**config.mk**
```make
export PLATFORM = sky130hd
export DESIGN_NAME = sync_dpram_param_flat
export DESIGN_NICKNAME = d
export VERILOG_FILES = /design/src/rtl/sync_dpram_param_if.sv /design/src/rtl/sync_dpram_param.sv /design/src/flat_wrapper.sv
export SDC_FILE = /design/constraint.sdc
export NUM_CORES = 1
export LEC_CHECK = 0
export ABC_AREA = 1
export CORE_AREA = 2 2 115 139
export CTS_BUF_LIST = sky130_fd_sc_hd__clkbuf_16
export DETAILED_ROUTE_END_ITERATION = 8
export DIE_AREA = 0 0 117 141
export MAX_ROUTING_LAYER = met4
export PLACE_DENSITY = 0.56
export SLEW_MARGIN = 20
export SYNTH_ARGS = -nofsm -noshare
export SYNTH_HDL_FRONTEND = slang
export SYNTH_SLANG_ARGS = --single-unit
```
**constraint.sdc**
```tcl
create_clock -name clk -period 4.27 [get_ports clk]
set_clock_uncertainty 0.2 [all_clocks]
set_input_delay 0.854 -clock clk [delete_from_list [all_inputs] [get_ports clk]]
set_output_delay 0.854 -clock clk [all_outputs]
set_load 0.005 [all_outputs]
```
**src/rtl/sync_dpram_param_if.sv**
```systemverilog
// Port bundle for sync_dpram_param: write port, read port and status outputs.
// With SYNC_DPRAM_PARITY_EN defined the bundle also carries err_inject and rd_perr.
interface sync_dpram_param_if #(
   parameter int DATA_W = 8,
   parameter int ADDR_W = 4
) ();
   logic              we;
   logic [ADDR_W-1:0] wr_addr;
   logic [DATA_W-1:0] din;
   logic              re;
   logic [ADDR_W-1:0] rd_addr;
   logic [DATA_W-1:0] dout;
   logic              rd_valid;
   logic              init_busy;
`ifdef SYNC_DPRAM_PARITY_EN
   logic              err_inject;
   logic              rd_perr;

   modport master (
      output we, wr_addr, din, re, rd_addr, err_inject,
      input  dout, rd_valid, init_busy, rd_perr
   );
   modport slave (
      input  we, wr_addr, din, re, rd_addr, err_inject,
      output dout, rd_valid, init_busy, rd_perr
   );
`else
   modport master (
      output we, wr_addr, din, re, rd_addr,
      input  dout, rd_valid, init_busy
   );
   modport slave (
      input  we, wr_addr, din, re, rd_addr,
      output dout, rd_valid, init_busy
   );
`endif
endinterface

```
**src/rtl/sync_dpram_param.sv**
```systemverilog
// Simple dual-port synchronous RAM with post-reset clear sequencer, selectable
// collision mode and optional output register. Macro SYNC_DPRAM_PARITY_EN adds parity.
module sync_dpram_param #(
   parameter int DATA_W  = 8,
   parameter int ADDR_W  = 4,
   parameter int RD_MODE = 0,
   parameter int OUT_REG = 0
) (
   input logic               clk,
   input logic               rst,
   sync_dpram_param_if.slave bus
);
   localparam int DEPTH = 2 ** ADDR_W;

   typedef enum logic {CLEAR, READY} state_e;

   state_e            state_q, state_d;
   logic [ADDR_W-1:0] clr_cnt_q, clr_cnt_d;
   logic              init_busy_q, init_busy_d;

   logic [DATA_W-1:0] mem [DEPTH];
   logic              mem_we;
   logic [ADDR_W-1:0] mem_waddr;
   logic [DATA_W-1:0] mem_wdata;
   logic              rd_accept;
   logic [DATA_W-1:0] rd_word;

   logic [DATA_W-1:0] dout_p1_q, dout_p1_d;
   logic              vld_p1_q, vld_p1_d;

`ifdef SYNC_DPRAM_PARITY_EN
   logic              par_mem [DEPTH];
   logic              mem_wpar;
   logic              rd_par;
   logic              perr_p1_q, perr_p1_d;
`endif

   function automatic logic even_par(input logic [DATA_W-1:0] d);
      return ^d;
   endfunction

   always_comb begin
      state_d   = state_q;
      clr_cnt_d = clr_cnt_q;
      mem_we    = 1'b0;
      mem_waddr = bus.wr_addr;
      mem_wdata = bus.din;
      rd_accept = 1'b0;
`ifdef SYNC_DPRAM_PARITY_EN
      mem_wpar  = even_par(bus.din) ^ bus.err_inject;
`endif
      case (state_q)
         CLEAR: begin
            // The sequencer owns the write port; user we/re are dropped.
            mem_we    = 1'b1;
            mem_waddr = clr_cnt_q;
            mem_wdata = '0;
`ifdef SYNC_DPRAM_PARITY_EN
            mem_wpar  = 1'b0;
`endif
            clr_cnt_d = clr_cnt_q + ADDR_W'(1);
            if (clr_cnt_q == ADDR_W'(DEPTH - 1)) state_d = READY;
         end
         READY: begin
            mem_we    = bus.we;
            rd_accept = bus.re;
         end
         default: state_d = CLEAR;
      endcase
      init_busy_d = (state_d == CLEAR);
   end

   always_comb begin
      rd_word = mem[bus.rd_addr];
`ifdef SYNC_DPRAM_PARITY_EN
      rd_par  = par_mem[bus.rd_addr];
`endif
      // Write-first bypass: a same-address read sees the word being written.
      if (RD_MODE == 1 && bus.we && (bus.wr_addr == bus.rd_addr)) begin
         rd_word = bus.din;
`ifdef SYNC_DPRAM_PARITY_EN
         rd_par  = mem_wpar;
`endif
      end
      dout_p1_d = rd_accept ? rd_word : dout_p1_q;
      vld_p1_d  = rd_accept;
`ifdef SYNC_DPRAM_PARITY_EN
      perr_p1_d = rd_accept && (even_par(rd_word) != rd_par);
`endif
   end

   always_ff @(posedge clk) begin
      if (mem_we) begin
         mem[mem_waddr] <= mem_wdata;
`ifdef SYNC_DPRAM_PARITY_EN
         par_mem[mem_waddr] <= mem_wpar;
`endif
      end
   end

   always_ff @(posedge clk or negedge rst) begin
      if (!rst) begin
         state_q     <= CLEAR;
         clr_cnt_q   <= '0;
         init_busy_q <= 1'b1;
         dout_p1_q   <= '0;
         vld_p1_q    <= 1'b0;
`ifdef SYNC_DPRAM_PARITY_EN
         perr_p1_q   <= 1'b0;
`endif
      end else begin
         state_q     <= state_d;
         clr_cnt_q   <= clr_cnt_d;
         init_busy_q <= init_busy_d;
         dout_p1_q   <= dout_p1_d;
         vld_p1_q    <= vld_p1_d;
`ifdef SYNC_DPRAM_PARITY_EN
         perr_p1_q   <= perr_p1_d;
`endif
      end
   end

   assign bus.init_busy = init_busy_q;

   // ---- stage p1 -> p2 (optional output register) ----
   if (OUT_REG != 0) begin : g_out_reg
      logic [DATA_W-1:0] dout_p2_q, dout_p2_d;
      logic              vld_p2_q, vld_p2_d;
`ifdef SYNC_DPRAM_PARITY_EN
      logic              perr_p2_q, perr_p2_d;
`endif

      always_comb begin
         dout_p2_d = vld_p1_q ? dout_p1_q : dout_p2_q;
         vld_p2_d  = vld_p1_q;
`ifdef SYNC_DPRAM_PARITY_EN
         perr_p2_d = perr_p1_q;
`endif
      end

      always_ff @(posedge clk or negedge rst) begin
         if (!rst) begin
            dout_p2_q <= '0;
            vld_p2_q  <= 1'b0;
`ifdef SYNC_DPRAM_PARITY_EN
            perr_p2_q <= 1'b0;
`endif
         end else begin
            dout_p2_q <= dout_p2_d;
            vld_p2_q  <= vld_p2_d;
`ifdef SYNC_DPRAM_PARITY_EN
            perr_p2_q <= perr_p2_d;
`endif
         end
      end

      assign bus.dout     = dout_p2_q;
      assign bus.rd_valid = vld_p2_q;
`ifdef SYNC_DPRAM_PARITY_EN
      assign bus.rd_perr  = perr_p2_q;
`endif
   end else begin : g_no_out_reg
      assign bus.dout     = dout_p1_q;
      assign bus.rd_valid = vld_p1_q;
`ifdef SYNC_DPRAM_PARITY_EN
      assign bus.rd_perr  = perr_p1_q;
`endif
   end
endmodule

```
**src/flat_wrapper.sv**
```systemverilog
// flat-port wrapper written by rule: the top's interface ports become plain ports
module sync_dpram_param_flat 
#(
   parameter int DATA_W  = 8,
   parameter int ADDR_W  = 4,
   parameter int RD_MODE = 0,
   parameter int OUT_REG = 0
)
  (clk, rst, bus_we, bus_wr_addr, bus_din, bus_re, bus_rd_addr, bus_dout, bus_rd_valid, bus_init_busy);
  sync_dpram_param_if #(.DATA_W(DATA_W), .ADDR_W(ADDR_W)) bus_i ();
  input logic clk;
  input logic rst;
  input wire logic [$bits(bus_i.we)-1:0] bus_we;
  input wire logic [$bits(bus_i.wr_addr)-1:0] bus_wr_addr;
  input wire logic [$bits(bus_i.din)-1:0] bus_din;
  input wire logic [$bits(bus_i.re)-1:0] bus_re;
  input wire logic [$bits(bus_i.rd_addr)-1:0] bus_rd_addr;
  output wire logic [$bits(bus_i.dout)-1:0] bus_dout;
  output wire logic [$bits(bus_i.rd_valid)-1:0] bus_rd_valid;
  output wire logic [$bits(bus_i.init_busy)-1:0] bus_init_busy;
  assign bus_i.we = bus_we;
  assign bus_i.wr_addr = bus_wr_addr;
  assign bus_i.din = bus_din;
  assign bus_i.re = bus_re;
  assign bus_i.rd_addr = bus_rd_addr;
  assign bus_dout = bus_i.dout;
  assign bus_rd_valid = bus_i.rd_valid;
  assign bus_init_busy = bus_i.init_busy;
  sync_dpram_param #(.DATA_W(DATA_W), .ADDR_W(ADDR_W), .RD_MODE(RD_MODE), .OUT_REG(OUT_REG)) u_core (.clk(clk), .rst(rst), .bus(bus_i));
endmodule
```
==> results of run 1 <==
## worst max-delay path: cells and delay by family, from the launching register on
family           cells  cell delay [ns]
AND/OR/NAND/NOR      4             1.40
flip-flops           1             0.73
## how the worst max path moves through the flow
stage,start,endpoint,slack [ns]
2_1_floorplan,bus_wr_addr[0],u_core.mem[5][0],1.87
3_3_place_gp,bus_wr_addr[3],u_core.mem[13][2],1.14
3_5_place_dp,bus_wr_addr[3],u_core.mem[15][3],1.10
4_1_cts,u_core.state_q,u_core.mem[15][6],1.51
5_1_grt,u_core.state_q,u_core.mem[12][0],1.35
6_report,u_core.state_q,u_core.mem[12][0],1.56
## metal layers
layer | track usage | vias to the layer above | share of wire
met5 | - | - | 0
met4 | 0.06625 | 0 | 0.020
met3 | 0.04084 | 18 | 0.035
met2 | 0.2775 | 83 | 0.49
met1 | 0.2454 | 1866 | 0.46
li1 | - | 1874 | -
## through the flow
step	cells	util	power, W	setup slack (ns)
after floorplan	535	-	0.001700	1.868
after global placement	753	0.4154	0.001784	1.138
after detailed placement	753	0.4154	0.001788	1.102
after CTS	785	0.4529	0.003195	1.512
after global routing	785	0.4529	0.003274	1.354
final	785	0.4529	0.003171	1.555
## flip-flops by register name, indices dropped and copies added, names as in the netlist
register / count
u_core.state_q: 1
u_core.bus.rd_valid: 1
u_core.bus.init_busy: 1
u_core.mem: 128
u_core.bus.dout: 8
u_core.clr_cnt_q: 4
## cell usage in the layout (no fill, tap or decap), drive strengths merged
cell / n
or2: 1
clkbuf: 17
clkinvlp: 1
nor2: 21
nand4: 1
dfstp: 1
o21a: 1
clkdlybuf4s50: 28
xor2: 1
nor3: 4
a21oi: 1
buf: 8
nand2: 208
bufinv: 2
dfrtp: 14
clkinv: 12
ha: 1
inv: 23
nand3: 99
edfxtp: 128
o21ai: 4
xnor2: 1
## power breakdown
part	total (W)	internal (W)	switching, W
logic	0.000207	0.0000699	0.000137
clock network	0.00141	0.000856	0.000559
registers	0.00155	0.00154	0.00000654
## cell type report
class                      instances  area (um2)  area share
tap                              208       260.3     0.03749
sequential                       143        4220      0.6080
inverter                          23       88.84     0.01280
multi-input combinational        343        1460      0.2103
clock inverter                    15       148.9     0.02145
clock buffer                      17       425.4     0.06128
timing repair buffer              36       337.8     0.04867
## kinds of logic after synthesis
logic type	synth area share
adder cells (fa/ha/maj)	0.002098
XOR/XNOR	0.002939
AND/OR/NAND/NOR	0.2344
flip-flops	0.7079
AO/OA/AOI/OAI	0.005455
buffers and inverters	0.04722
==> results.toml, run 1 <==
[yosys]
synth.most_common_cell = "nand2_1"
yosysWarnings = 0
synth.avg_cell_area_um2 = 11.14
synthCells = 535
ys_seq_area_frac = 0.7079
synth_common_cells = "nand2_1 (207), edfxtp_1 (128), nand3_1 (99)"
synthesis.nets = 556
synth_top_area_share = 0.6447
mappedNetlistArea_um2 = 5962
synthTopCellsByArea = "edfxtp_1 (64%), nand2_1 (13%), nand3_1 (8.3%)"
ys_types = 26
synth_edf_count = 128
ys_ff_latch = 143
synth_async_sr_flop_share = 0.1049
yosys.area.top_type = "edfxtp_1"
synth_flop_cell = "edfxtp_1"

[clock_tree]
hold_buffers = 0
numCtsBuffers = 17
clk_latency_ns = 0.41
cts_sinks = 143
root_buffer = "clkbuf_16"
post_cts_resize_count = 0
clockBufferDepth = 2
post-cts-setup-buffers = 0
cts_max_level = 4
cts_tree = "done"
clk_pin_slew_ns = 0.06

[sta]
finalSetupViolCount = 0
setup_tns_ns = 0
rsz0062_at_grt = "no"
min_period_ns = 2.715
drv_slew = 0
hold_viol_final = 0
period_share = 0.6357
hold_ws_ns = 0.2825
worstMarginPinSlew_ns = 0.8191
slew_headroom = 0.4531
fmax_mhz = 368.4

[routing]
antenna_left = 0
vias = 3841
vias_per_cell = 4.893
drt-total-wl_um = 13520
drt-initial-drc-count = 196
drt_first_pass_iters = 5
wire_per_inst_um = 17.22
drc_errors = 0

[worst_setup_path]
start_kind = "register"
crit_top_cell = "nor2_1"
timing.rr.end = "u_core.mem[12][0]"
cp.arrival_ns = 2.55
end_kind = "register"
worstSetupPathType = "register to register"
cp_max_fo = 18
cp_cell_sequence = "nor2_1 > nor2_1 > nand3_1 > nor2_1"
reg2reg_slack_ns = 1.56
r2r-start = "u_core.state_q"
worst_ep_required_time_ns = 4.11
reg2reg_depth = 4
critPathMaxStageDelay_ns = 0.73
cp_slowest_cell = "dfrtp_1"

[floorplan]
dieArea_um2 = 16500
start_util = 0.3890
ioPinCount = 30
core-area_um2 = 15330
num_rows = 50
die-height_um = 141
die_w_um = 117

[final_layout]
fin_nets = 585
nFillCells = 1420
syn_to_final_growth_pct = 16.43
drive_gt1_frac = 0.07972
diodes = 0
final_design_area_no_fill_um2 = 6942

[global_route]
gr-total-overflow = 0
track_usage = 0.1839
grt_pass1_vias = 3911
grt_pass1_wl_um = 21710
antenna_found_initial = 0
grt_max_degree = 65

[min_path]
whs_endpoint = "u_core.bus.dout[5]"
hp-class = "register to register"
hp-start = "u_core.bus.dout[5]"
min_path_cells = 2

[power]
ir_drop_v = 0.0002457
power.density_nw_per_um2 = 456.8
leakagePower_nw = 2.700

[placement]
gp_congestion = 0.8571
placed_area_um2 = 6367
port-buffer-count = 29
dp_hpwl_um = 8595

[run]
cap_violations = 0

[outcome]
status = "finished, final reports clean"
No activity file was read; power rests on OpenSTA's default activity.
==> inputs of run 2 (changes only) <==
--- a/config.mk
+++ b/config.mk
@@ -11,7 +11,7 @@
 export DETAILED_ROUTE_END_ITERATION = 8
 export DIE_AREA = 0 0 117 141
 export MAX_ROUTING_LAYER = met4
-export PLACE_DENSITY = 0.56
+export PLACE_DENSITY = 0.58
 export SLEW_MARGIN = 20
 export SYNTH_ARGS = -nofsm -noshare
 export SYNTH_HDL_FRONTEND = slang
==> constraint.sdc (replaced) <==
create_clock -name clk -period 2.2 [get_ports clk]
set_clock_uncertainty 0.2 [all_clocks]
set_input_delay 0.44 -clock clk [delete_from_list [all_inputs] [get_ports clk]]
set_output_delay 0.44 -clock clk [all_outputs]
set_load 0.005 [all_outputs]
==> results.toml, run 2 (synthesis results as in run 1) <==
[outcome]
status = "finished, final reports clean"

[final_layout]
largest_reg_flops = 128
nFillCells = 1392
final_design_area_no_fill_um2 = 7234
postLayoutCoreUtil = 0.4720
final_common_cell = "nand2_1"
fin_nets = 614
diodes = 0
top_register = "u_core.mem"
layout_common_cells = "nand2_1 (207), edfxtp_1 (128), nand3_1 (99), buf_4 (33), clkdlybuf4s50_1 (28)"
drive_gt1_frac = 0.1238
syn_to_final_growth_pct = 21.34

[floorplan]
die-height_um = 141
dieArea_um2 = 16500
num_rows = 50
ioPinCount = 30
core-area_um2 = 15330
start_util = 0.3890
die_w_um = 117

[global_route]
grt_max_degree = 36
grt_pass1_vias = 4104
grt_pass1_wl_um = 21490
gr-total-overflow = 0
track_usage = 0.1842
antenna_found_initial = 0

[power]
power.density_nw_per_um2 = 878.0
swShare = 0.2201
p_switching_w = 0.001398
p_seq_frac = 0.473
clockPowerShare = 0.459
ir_drop_v = 0.0005793
leakagePower_nw = 2.865
combPwrFrac = 0.068
p_int_w = 0.004954

[clock_tree]
cts_tree = "done"
post-cts-setup-buffers = 0
cts_sinks = 143
numCtsBuffers = 17
clk_latency_ns = 0.42
clk_pin_slew_ns = 0.06
clockBufferDepth = 2
cts_max_level = 4
root_buffer = "clkbuf_16"

[worst_setup_path]
end_kind = "output pin"
critPathMaxStageDelay_ns = 0.51
cpLargestDelayFamily = "flip-flops"
worstSetupPathType = "register to output pin"
cp_max_fo = 1
worst_ep_required_time_ns = 1.56
path_buf_inv = 1
start_kind = "register"
cp.arrival_ns = 1.43
cp_cell_sequence = "clkdlybuf4s50_1"
cp_slowest_cell = "dfstp_2"

[run]
cap_violations = 0

[sta]
worstMarginPinSlew_ns = 0.6757
drv_slew = 0
rsz0062_at_grt = "no"
slew_headroom = 0.5481
setup_tns_ns = 0
period_share = 0.9400
min_period_ns = 2.068
fmax_mhz = 483.6
finalSetupViolCount = 0
hold_viol_final = 0

[routing]
vias_per_cell = 4.902
drt-initial-drc-count = 317
wire_per_inst_um = 16.52
antenna_left = 0
vias = 3990
drc_errors = 0
drt-total-wl_um = 13450
drt_first_pass_iters = 5

[placement]
port-buffer-count = 29
dp_hpwl_um = 8998
placed_area_um2 = 6623
gp_congestion = 0.8640

[min_path]
hp-class = "primary input to asynchronous set/reset pin"
## run 2: final timing paths
check,start,endpoint,slack (ns),depth (start not counted)
setup / recovery,u_core.bus.init_busy,bus_init_busy,0.13,1
hold / removal,rst,u_core.bus.dout[4],0.23,1
setup reg to reg,u_core.state_q,u_core.mem[2][6],0.23,7
hold reg to reg,u_core.bus.dout[1],u_core.bus.dout[1],0.28,2
max in group asynchronous,rst,u_core.state_q,1.10,1
min in group clk,u_core.bus.dout[1],u_core.bus.dout[1],0.28,2
## run 2: per-stage QoR
stage | instances | hold slack [ns] | power (W) | setup WS (ns)
after global routing | 814 | 0.3006 | 0.006548 | 0.04470
after detailed placement | 782 | 0.2696 | 0.003497 | -0.05041
after floorplan | 535 | -0.05559 | 0.003299 | 0.07939
final | 814 | 0.2311 | 0.006352 | 0.1320
after global placement | 782 | 0.2696 | 0.003492 | -0.04704
after CTS | 814 | 0.2465 | 0.006401 | 0.1157
## run 2: what timing repair did
action	CTS	global route
hold endpoints to repair	0	0
endpoints found under the setup margin	0	32
resized for setup	0	1
hold buffers	0	0
## run 2: final cells by class
type	count	area [um2]	area share
multi-input combinational	343	1460	0.2018
clock inverter	15	185.2	0.02560
clock buffer	17	425.4	0.05880
inverter	23	88.84	0.01228
sequential	143	4222	0.5835
timing repair buffer	65	593.1	0.08198
tap	208	260.3	0.03597
## run 2: power by group through the flow
stage	logic, W	clock network [W]	registers [W]
after floorplan	0.000237	0	0.00306
after global placement	0.000432	0	0.00306
after detailed placement	0.000437	0	0.00306
after CTS	0.000438	0.00296	0.00300
after global routing	0.000484	0.00306	0.00301
final	0.000432	0.00292	0.00300
## run 2: routing by layer
layer	vias up	GRT usage	wire length (um)
li1	1934	-	-
met1	1932	0.2183	5341
met2	101	0.3061	7205
met3	23	0.03826	643
met4	0	0.07245	258
met5	-	-	0
==> inputs of run 3 (changes only) <==
--- a/config.mk
+++ b/config.mk
@@ -8,6 +8,7 @@
 export ABC_AREA = 1
 export CORE_AREA = 2 2 115 139
 export CTS_BUF_LIST = sky130_fd_sc_hd__clkbuf_16
+export CTS_CLUSTER_SIZE = 10
 export DETAILED_ROUTE_END_ITERATION = 8
 export DIE_AREA = 0 0 117 141
 export MAX_ROUTING_LAYER = met4
==> results of run 3 <==
Same layout as run 2: the final DEF is identical, and so are final timing and power.
